<file path="config.mk">
export PLATFORM = sky130hd
export DESIGN_NAME = pll_lock_sequencer
export DESIGN_NICKNAME = d
export VERILOG_FILES = /design/src/rtl/pll_lock_sequencer.sv
export SDC_FILE = /design/constraint.sdc
export NUM_CORES = 1
export LEC_CHECK = 0
export ABC_CLOCK_PERIOD_IN_PS = 2550
export BUFFER_PORTS_ARGS = -buffer_cell sky130_fd_sc_hd__buf_2
export CELL_PAD_IN_SITES_DETAIL_PLACEMENT = 1
export CELL_PAD_IN_SITES_GLOBAL_PLACEMENT = 1
export CORE_AREA = 2 2 87 89
export DETAILED_ROUTE_END_ITERATION = 16
export DIE_AREA = 0 0 89 91
export PLACE_DENSITY = 0.88
export SYNTH_ARGS = -nofsm -noshare
export SYNTH_HDL_FRONTEND = slang
export SYNTH_SLANG_ARGS = --single-unit
</file>
<file path="constraint.sdc">
create_clock -name clk -period 2.55 [get_ports clk]
set_clock_uncertainty 0.1 [all_clocks]
set_input_delay 0.1275 -clock clk [delete_from_list [all_inputs] [get_ports clk]]
set_output_delay 0.1275 -clock clk [all_outputs]
set_load 0.02 [all_outputs]
</file>
<file path="src/rtl/pll_lock_sequencer.sv">
// pll_lock_sequencer: rPLL reset sequencing, divider select control and lock qualification.
// Ports: clk/rst_n; cfg_valid/cfg_ready + cfg_*sel reconfig request;
//        pll_lock in, pll_reset/pll_*sel out; clk_good, fail, retry_cnt status.
module pll_lock_sequencer #(
    parameter int         RESET_PULSE_CYCLES  = 16,
    parameter int         LOCK_TIMEOUT_CYCLES = 27000,
    parameter int         LOCK_STABLE_CYCLES  = 1024,
    parameter int         MAX_RETRIES         = 3,
    parameter logic [5:0] DEFAULT_IDSEL       = 6'd0,
    parameter logic [5:0] DEFAULT_FBDSEL      = 6'd0,
    parameter logic [5:0] DEFAULT_ODSEL       = 6'd0
) (
    input  logic                                 clk,
    input  logic                                 rst_n,
    input  logic                                 cfg_valid,
    output logic                                 cfg_ready,
    input  logic [5:0]                           cfg_idsel,
    input  logic [5:0]                           cfg_fbdsel,
    input  logic [5:0]                           cfg_odsel,
    input  logic                                 pll_lock,
    output logic                                 pll_reset,
    output logic [5:0]                           pll_idsel,
    output logic [5:0]                           pll_fbdsel,
    output logic [5:0]                           pll_odsel,
    output logic                                 clk_good,
    output logic                                 fail,
    output logic [$clog2(MAX_RETRIES+1)-1:0]     retry_cnt
);

    localparam int RW = $clog2(MAX_RETRIES + 1);
    localparam int PW = $clog2(RESET_PULSE_CYCLES) + 1;
    localparam int TW = $clog2(LOCK_TIMEOUT_CYCLES) + 1;
    localparam int SW = $clog2(LOCK_STABLE_CYCLES) + 1;

    localparam logic [PW-1:0] PULSE_LAST  = PW'(RESET_PULSE_CYCLES - 1);
    localparam logic [TW-1:0] TO_LAST     = TW'(LOCK_TIMEOUT_CYCLES - 1);
    localparam logic [SW-1:0] STABLE_LAST = SW'(LOCK_STABLE_CYCLES - 1);
    localparam logic [RW-1:0] RETRY_MAX   = RW'(MAX_RETRIES);

    typedef enum logic [2:0] {
        RESET_PLL,
        WAIT_LOCK,
        STABILIZE,
        RUNNING,
        FAILED
    } state_t;

    state_t          state, state_n;
    logic [PW-1:0]   rst_cnt, rst_cnt_n;
    logic [TW-1:0]   to_cnt, to_cnt_n;
    logic [SW-1:0]   st_cnt, st_cnt_n;
    logic            lock_meta, lock_s;

    logic            pll_reset_n, cfg_ready_n, clk_good_n, fail_n;
    logic [5:0]      idsel_n, fbdsel_n, odsel_n;
    logic [RW-1:0]   retry_n, retry_inc;

    logic            accept, timeout;
    logic            go_reset, go_timeout, go_accept;

    assign accept    = cfg_valid & cfg_ready;
    assign timeout   = (to_cnt == TO_LAST);
    assign retry_inc = retry_cnt + RW'(1);

    always_comb begin
        state_n     = state;
        rst_cnt_n   = rst_cnt;
        to_cnt_n    = to_cnt;
        st_cnt_n    = st_cnt;
        pll_reset_n = pll_reset;
        cfg_ready_n = cfg_ready;
        clk_good_n  = clk_good;
        fail_n      = fail;
        retry_n     = retry_cnt;
        idsel_n     = pll_idsel;
        fbdsel_n    = pll_fbdsel;
        odsel_n     = pll_odsel;
        go_reset    = 1'b0;
        go_timeout  = 1'b0;
        go_accept   = 1'b0;

        case (state)
            RESET_PLL: begin
                pll_reset_n = 1'b1;
                if (rst_cnt == PULSE_LAST) begin
                    state_n     = WAIT_LOCK;
                    rst_cnt_n   = '0;
                    to_cnt_n    = '0;
                    pll_reset_n = 1'b0;
                end else begin
                    rst_cnt_n = rst_cnt + PW'(1);
                end
            end
            WAIT_LOCK: begin
                // timeout takes priority over a lock arriving on the same edge
                if (timeout) begin
                    go_timeout = 1'b1;
                end else begin
                    to_cnt_n = to_cnt + TW'(1);
                    if (lock_s) begin
                        state_n  = STABILIZE;
                        st_cnt_n = '0;
                    end
                end
            end
            STABILIZE: begin
                if (timeout) begin
                    go_timeout = 1'b1;
                end else if (!lock_s) begin
                    // timeout keeps running so lock flicker cannot stall forever
                    state_n  = WAIT_LOCK;
                    st_cnt_n = '0;
                    to_cnt_n = to_cnt + TW'(1);
                end else if (st_cnt == STABLE_LAST) begin
                    state_n     = RUNNING;
                    clk_good_n  = 1'b1;
                    cfg_ready_n = 1'b1;
                end else begin
                    st_cnt_n = st_cnt + SW'(1);
                    to_cnt_n = to_cnt + TW'(1);
                end
            end
            RUNNING: begin
                if (accept) begin
                    go_accept = 1'b1;
                end else if (!lock_s) begin
                    go_reset = 1'b1;
                end
            end
            FAILED: begin
                if (accept) begin
                    go_accept = 1'b1;
                end
            end
            default: begin
                go_reset = 1'b1;
            end
        endcase

        if (go_timeout) begin
            retry_n = retry_inc;
            if (retry_inc == RETRY_MAX) begin
                state_n     = FAILED;
                fail_n      = 1'b1;
                pll_reset_n = 1'b1;
                cfg_ready_n = 1'b1;
                clk_good_n  = 1'b0;
            end else begin
                go_reset = 1'b1;
            end
        end

        if (go_accept) begin
            idsel_n  = cfg_idsel;
            fbdsel_n = cfg_fbdsel;
            odsel_n  = cfg_odsel;
            fail_n   = 1'b0;
            retry_n  = '0;
            go_reset = 1'b1;
        end

        if (go_reset) begin
            state_n     = RESET_PLL;
            rst_cnt_n   = '0;
            pll_reset_n = 1'b1;
            clk_good_n  = 1'b0;
            cfg_ready_n = 1'b0;
        end
    end

    always_ff @(posedge clk) begin
        if (!rst_n) begin
            state      <= RESET_PLL;
            rst_cnt    <= '0;
            to_cnt     <= '0;
            st_cnt     <= '0;
            lock_meta  <= 1'b0;
            lock_s     <= 1'b0;
            pll_reset  <= 1'b1;
            pll_idsel  <= DEFAULT_IDSEL;
            pll_fbdsel <= DEFAULT_FBDSEL;
            pll_odsel  <= DEFAULT_ODSEL;
            cfg_ready  <= 1'b0;
            clk_good   <= 1'b0;
            fail       <= 1'b0;
            retry_cnt  <= '0;
        end else begin
            state      <= state_n;
            rst_cnt    <= rst_cnt_n;
            to_cnt     <= to_cnt_n;
            st_cnt     <= st_cnt_n;
            lock_meta  <= pll_lock;
            lock_s     <= lock_meta;
            pll_reset  <= pll_reset_n;
            pll_idsel  <= idsel_n;
            pll_fbdsel <= fbdsel_n;
            pll_odsel  <= odsel_n;
            cfg_ready  <= cfg_ready_n;
            clk_good   <= clk_good_n;
            fail       <= fail_n;
            retry_cnt  <= retry_n;
        end
    end

endmodule

</file>
After elaboration in Yosys (flattened, before gate mapping) --
Index checks and enable logic that the tools add are counted.
Storage, ports and cells: input bits 22, memory bits (writable) 0, memories 0, output and inout bits 24, bits in latches 0, word-level logic and storage cells 92, register bits 61, ROM bits 0
Cells by class: bitwise gates (word level) 2, multipliers 0, equal/unequal tests 13, divide/modulo/power cells 0, magnitude comparators 0, $add $sub $neg 4, muxes and demuxes 48, reductions and logical operators 11, shifts and indexed selects 0
Operators with widths (count):
- $mux W16 | 5
- $mux W11 | 5
- $pmux W16 S3 | 1
- $mux W1 | 25
- $mux W3 | 8
- $pmux W11 S2 | 1
- $add A16 B1 Y16 const B | 1
- $eq A16 B15 Y1 const B | 1
- $add A11 B1 Y11 const B | 1
- $eq A11 B10 Y1 const B | 1
- $reduce_and A5 Y1 | 2
- $pmux W3 S3 | 1
- $ne A2 B2 Y1 const B | 4
- $reduce_or A2 Y1 | 4
- $eq A3 B2 Y1 const B | 2
- $add A5 B1 Y5 const B | 1
- $eq A5 B4 Y1 const B | 1
- $mux W5 | 1
- $reduce_or A4 Y1 | 1
- $eq A3 B1 Y1 const B | 1
- $eq A3 B3 Y1 const B | 1
- $logic_not A3 Y1 | 1
- $ne A3 B3 Y1 const B | 1
- $reduce_bool A3 Y1 | 1
- other kinds (7) | 7

Depth between registers and ports, before layout --
word-level depth 7, depth in mapped cells 9

Least setup slack after synthesis --
Ideal clock, no wire load.
kind reg2reg, from register to_cnt[0], to register to_cnt[15], setup slack 0.449 ns, data arrival time 1.929 ns, required time 2.378 ns, library setup time 0.072 ns, stages on the path, launching flop included 9, path buffers 2, cells stage by stage dfxtp_1 > ha_1 > and4_4 > buf_6 > nand4_2 > o211ai_2 > buf_6 > or4_1 > a21oi_1
Between the ends: longest elaborated chain between the ends 5
RTL lines:
- start: declaration | line 50 | logic [TW-1:0] to_cnt, to_cnt_n;
- start signal: assignment | line 190 | to_cnt <= to_cnt_n;
- $add A16 B1 Y16 | line 99, 113, 120
- $mux W16 | line 114 | end else if (st_cnt == STABLE_LAST) begin
- $mux W16 | line 109 | end else if (!lock_s) begin
- $mux W16 | line 107 | if (timeout) begin
- $pmux W16 S3 | line 82 | case (state)
Parallel ways exist; a longest one is shown, timed or not. The select of a mux whose other input is x is not followed. A chain may end at the register's enable or synchronous reset.

Final worst setup path --
from register rst_cnt[0], to register to_cnt[15]
Between the ends: longest elaborated chain between the ends 3
RTL lines:
- start: declaration | line 49 | logic [PW-1:0] rst_cnt, rst_cnt_n;
- start signal: assignment | line 189 | rst_cnt <= rst_cnt_n;
- $eq A5 B4 Y1 | line 85 | if (rst_cnt == PULSE_LAST) begin
- $ne A2 B2 Y1 (no line)
- $reduce_and A5 Y1 (no line)
Every way passes these cells.

==> results.sh <==
export IMPL_drc=0
export IMPL_crit_family="simple AND/OR/NAND/NOR gates"
export IMPL_yosys_warnings=0
export IMPL_dieHeight_um=91
export IMPL_routedWlPerCell_um=18.6
export IMPL_hold_path_depth=2
export IMPL_yosys_area_share_adder_pct=1.66
export IMPL_clk_latency_ns=0.36
export IMPL_end_kind="flip-flop"
export IMPL_dieWidth_um=89
export IMPL_grt_pass1_wl_mm=15.3
export IMPL_synth_xor_area_share_pct=1.12
export IMPL_rows=31
export IMPL_wl_met3_um=380
export IMPL_met2_length_mm=5.18
export IMPL_gp_congestion=0.814
export IMPL_dp_hpwl_mm=5.63
export IMPL_vias=2859
export IMPL_synth_compound_area_share_pct=16.0
export IMPL_fin_crit_sh_pct=91.3
export IMPL_crit_type="flip-flop to flip-flop"
export IMPL_vias_per_cell=5.61
export IMPL_antenna_found_initial=0
export IMPL_setup_worst_path_start="rst_cnt[0]"
export IMPL_drt_iter0_markers=84
export IMPL_syn_inst=339
export IMPL_crit_slowest_cell="or4_1"
export IMPL_yosys_top_cells_area="dfxtp_1 40%, mux2i_1 7.0%, nor2b_1 4.4%, a21oi_1 4.1%, nor2_1 3.9%"
export IMPL_power_static_leakage_nw=1.38
export IMPL_tns_ns=0
export IMPL_setup_viol=0
export IMPL_syn_area_sq_mm=0.00302
export IMPL_floorplan_initialDensity_pct=42.3
export IMPL_tightest_slew_ns=0.664
export IMPL_powerDensity_mw_per_mm2=568
export IMPL_vdd_drop_max_uv=405
export IMPL_clockBufferDepth=2
export IMPL_hp_class="input port to flip-flop"
export IMPL_finalWirelength_mm=9.50
export IMPL_yosysSeqAreaShare_pct=40.5
export IMPL_grt_ovfl_total=0
export IMPL_dpl_cell_area_sq_mm=0.00330
export IMPL_hold_viol=0
export IMPL_cts_root_buf="clkbuf_8"
export IMPL_rsz0062_at_grt="false"
export IMPL_worst_setup_path_start_kind="flip-flop"
export IMPL_yosysMostFrequentCell="dfxtp_1"
export IMPL_yosysUniqueCellTypes=61
export IMPL_worst_path_buf_inv=1
export IMPL_cp_cell_sequence="ha_1 > nand4b_1 > a21oi_1 > o211ai_2 > buf_4 > or4_1 > a21oi_1"
export IMPL_synth_top_area_share_pct=40.5
export IMPL_path_max_fanout=11
export IMPL_grt_pass1_vias=3038
export IMPL_ys_ff_latch=61
export IMPL_path_clk_slew_ns=0.09
export IMPL_cts_buffers=9
export IMPL_max_freq_ghz=0.429
export IMPL_synthFlopType="dfxtp_1"
export IMPL_syn_to_final_growth_pct=24.6
export IMPL_crit_top_cell="a21oi_1"
export IMPL_synth_edf_count=0
export IMPL_drive_gt1_share_pct=24.6
export IMPL_maxSlewViolCount=0
export IMPL_synthMuxAreaShare_pct=6.97
export IMPL_cts_sinks=61
export IMPL_io_buffers=45
export IMPL_yosys_top_cells_count="61 x dfxtp_1, 31 x nor2_1, 25 x a21oi_1, 24 x nand2_1"
export IMPL_synth_fp_nets=365
export IMPL_r2r_cells=7
export IMPL_slowest_delay_ns=0.49
export IMPL_r2r_end="to_cnt[15]"
export IMPL_syn_area_per_cell_sq_um=8.89
export IMPL_yosys_area_top_type="dfxtp_1"
export IMPL_ant_nets=0
export IMPL_r2r_start="rst_cnt[0]"
export IMPL_async_flop_share_pct=0
export IMPL_nNetsFinal=432
export IMPL_ff2ff_setup_slack_ns=0.22
export IMPL_maxCapViolCount=0
export IMPL_crit_required_ns=2.73
export IMPL_outcome="finished clean"
export IMPL_track_usage_pct=24.9
export IMPL_worstHoldStart="rst_n"
export IMPL_synth_top_family_by_area="simple AND/OR/NAND/NOR gates"
export IMPL_io_pins=46
export IMPL_top_layer="met4"
export IMPL_fin_crit_ns=2.33
export IMPL_hold_end="st_cnt[3]"
export IMPL_first_pass_iters=4
export IMPL_yosys_area_share_simple_pct=28.3
export IMPL_grt_max_degree=37
export IMPL_cts_tree="built"
export IMPL_core_area_sq_mm=0.00714
export IMPL_slew_headroom_pct=55.4
export IMPL_wl_met1_mm=3.49
export IMPL_antenna_cells=0
export IMPL_dieArea_sq_mm=0.00810
export IMPL_htree_levels=3
export IMPL_fin_area_sq_mm=0.00376
export IMPL_cp_arrival_ns=2.51
metrics by stage:
step | instances | hold slack, ns | power, W | util, % | setup WS, ns
2_1_floorplan | 339 | 0.155 | 0.00102 | - | 0.449
4_1_cts | 509 | 0.165 | 0.00212 | 52.3 | 0.187
3_3_place_gp | 474 | 0.242 | 0.00104 | 46.2 | 0.295
3_5_place_dp | 474 | 0.244 | 0.00104 | 46.2 | 0.221
5_1_grt | 510 | 0.203 | 0.00219 | 52.6 | 0.0577
6_report | 510 | 0.170 | 0.00213 | 52.6 | 0.222
worst max-delay path by stage:
stage          slack, ns          to  cells past startpoint
6_report            0.22  to_cnt[15]                      7
3_3_place_gp        0.30   st_cnt[3]                      7
5_1_grt             0.06   to_cnt[6]                      7
2_1_floorplan       0.45  to_cnt[15]                      8
3_5_place_dp        0.22  to_cnt[15]                      7
4_1_cts             0.19  to_cnt[15]                      6
per-layer routing:
| layer | track usage (%) | vias up |
|---|---|---|
| met3 | 6.27 | 39 |
| li1 | - | 1350 |
| met1 | 26.0 | 1378 |
| met4 | 14.2 | 0 |
| met5 | 0 | - |
| met2 | 43.9 | 92 |
sequential cells by signal (all words and copies together) (netlist names):
name and flops:
lock_s 1, rst_cnt 5, retry_cnt 2, cfg_ready 1
st_cnt 11, pll_idsel 6, pll_odsel 6, lock_meta 1
pll_reset 1, state 3, pll_fbdsel 6, fail 1
to_cnt 16, clk_good 1
cells in the final DEF, fill, tap and decap left out, drive strengths merged, types with 4 or more instances in the layout:
cell type / n
ha: 4
mux2i: 21
nor3: 5
dlygate4sd3: 19
buf: 55
inv: 8
nor2: 31
dfxtp: 61
clkbuf: 10
o21ai: 22
nand4: 9
or4: 9
nand3: 14
and2: 4
o31ai: 4
and3: 4
a21oi: 29
nor2b: 21
or3: 11
nand2: 24
report_power, final:
part | switching, W | internal (W) | total, W
Clock | 0.000438 | 0.000650 | 0.00109
Sequential | 0.00000627 | 0.000958 | 0.000964
Combinational | 0.0000345 | 0.0000461 | 0.0000805
Total | 0.000479 | 0.00165 | 0.00213
kinds of logic after synthesis:
kind of cell    after synthesis
simple gates                150
compound gates               74
flops                        61
buf+inv                      26
mux                          21
fa+ha+maj                     4
xor+xnor                      3
what timing repair did:
item,in CTS,in global routing
hold endpoints to repair,19,0
hold buffers,19,0
gates resized for setup,0,2
setup endpoints to repair,0,4
buffers inserted,0,1
cell type report:
cell class                 count  area (sq um)
fill                         877          3380
multi-input combinational    252          1640
sequential                    61          1220
timing repair buffer          74           503
clock buffer                  10           128
tap                           99           124
clock inverter                 6           111
inverter                       8          30.0
(Power assumes the default switching activity.)
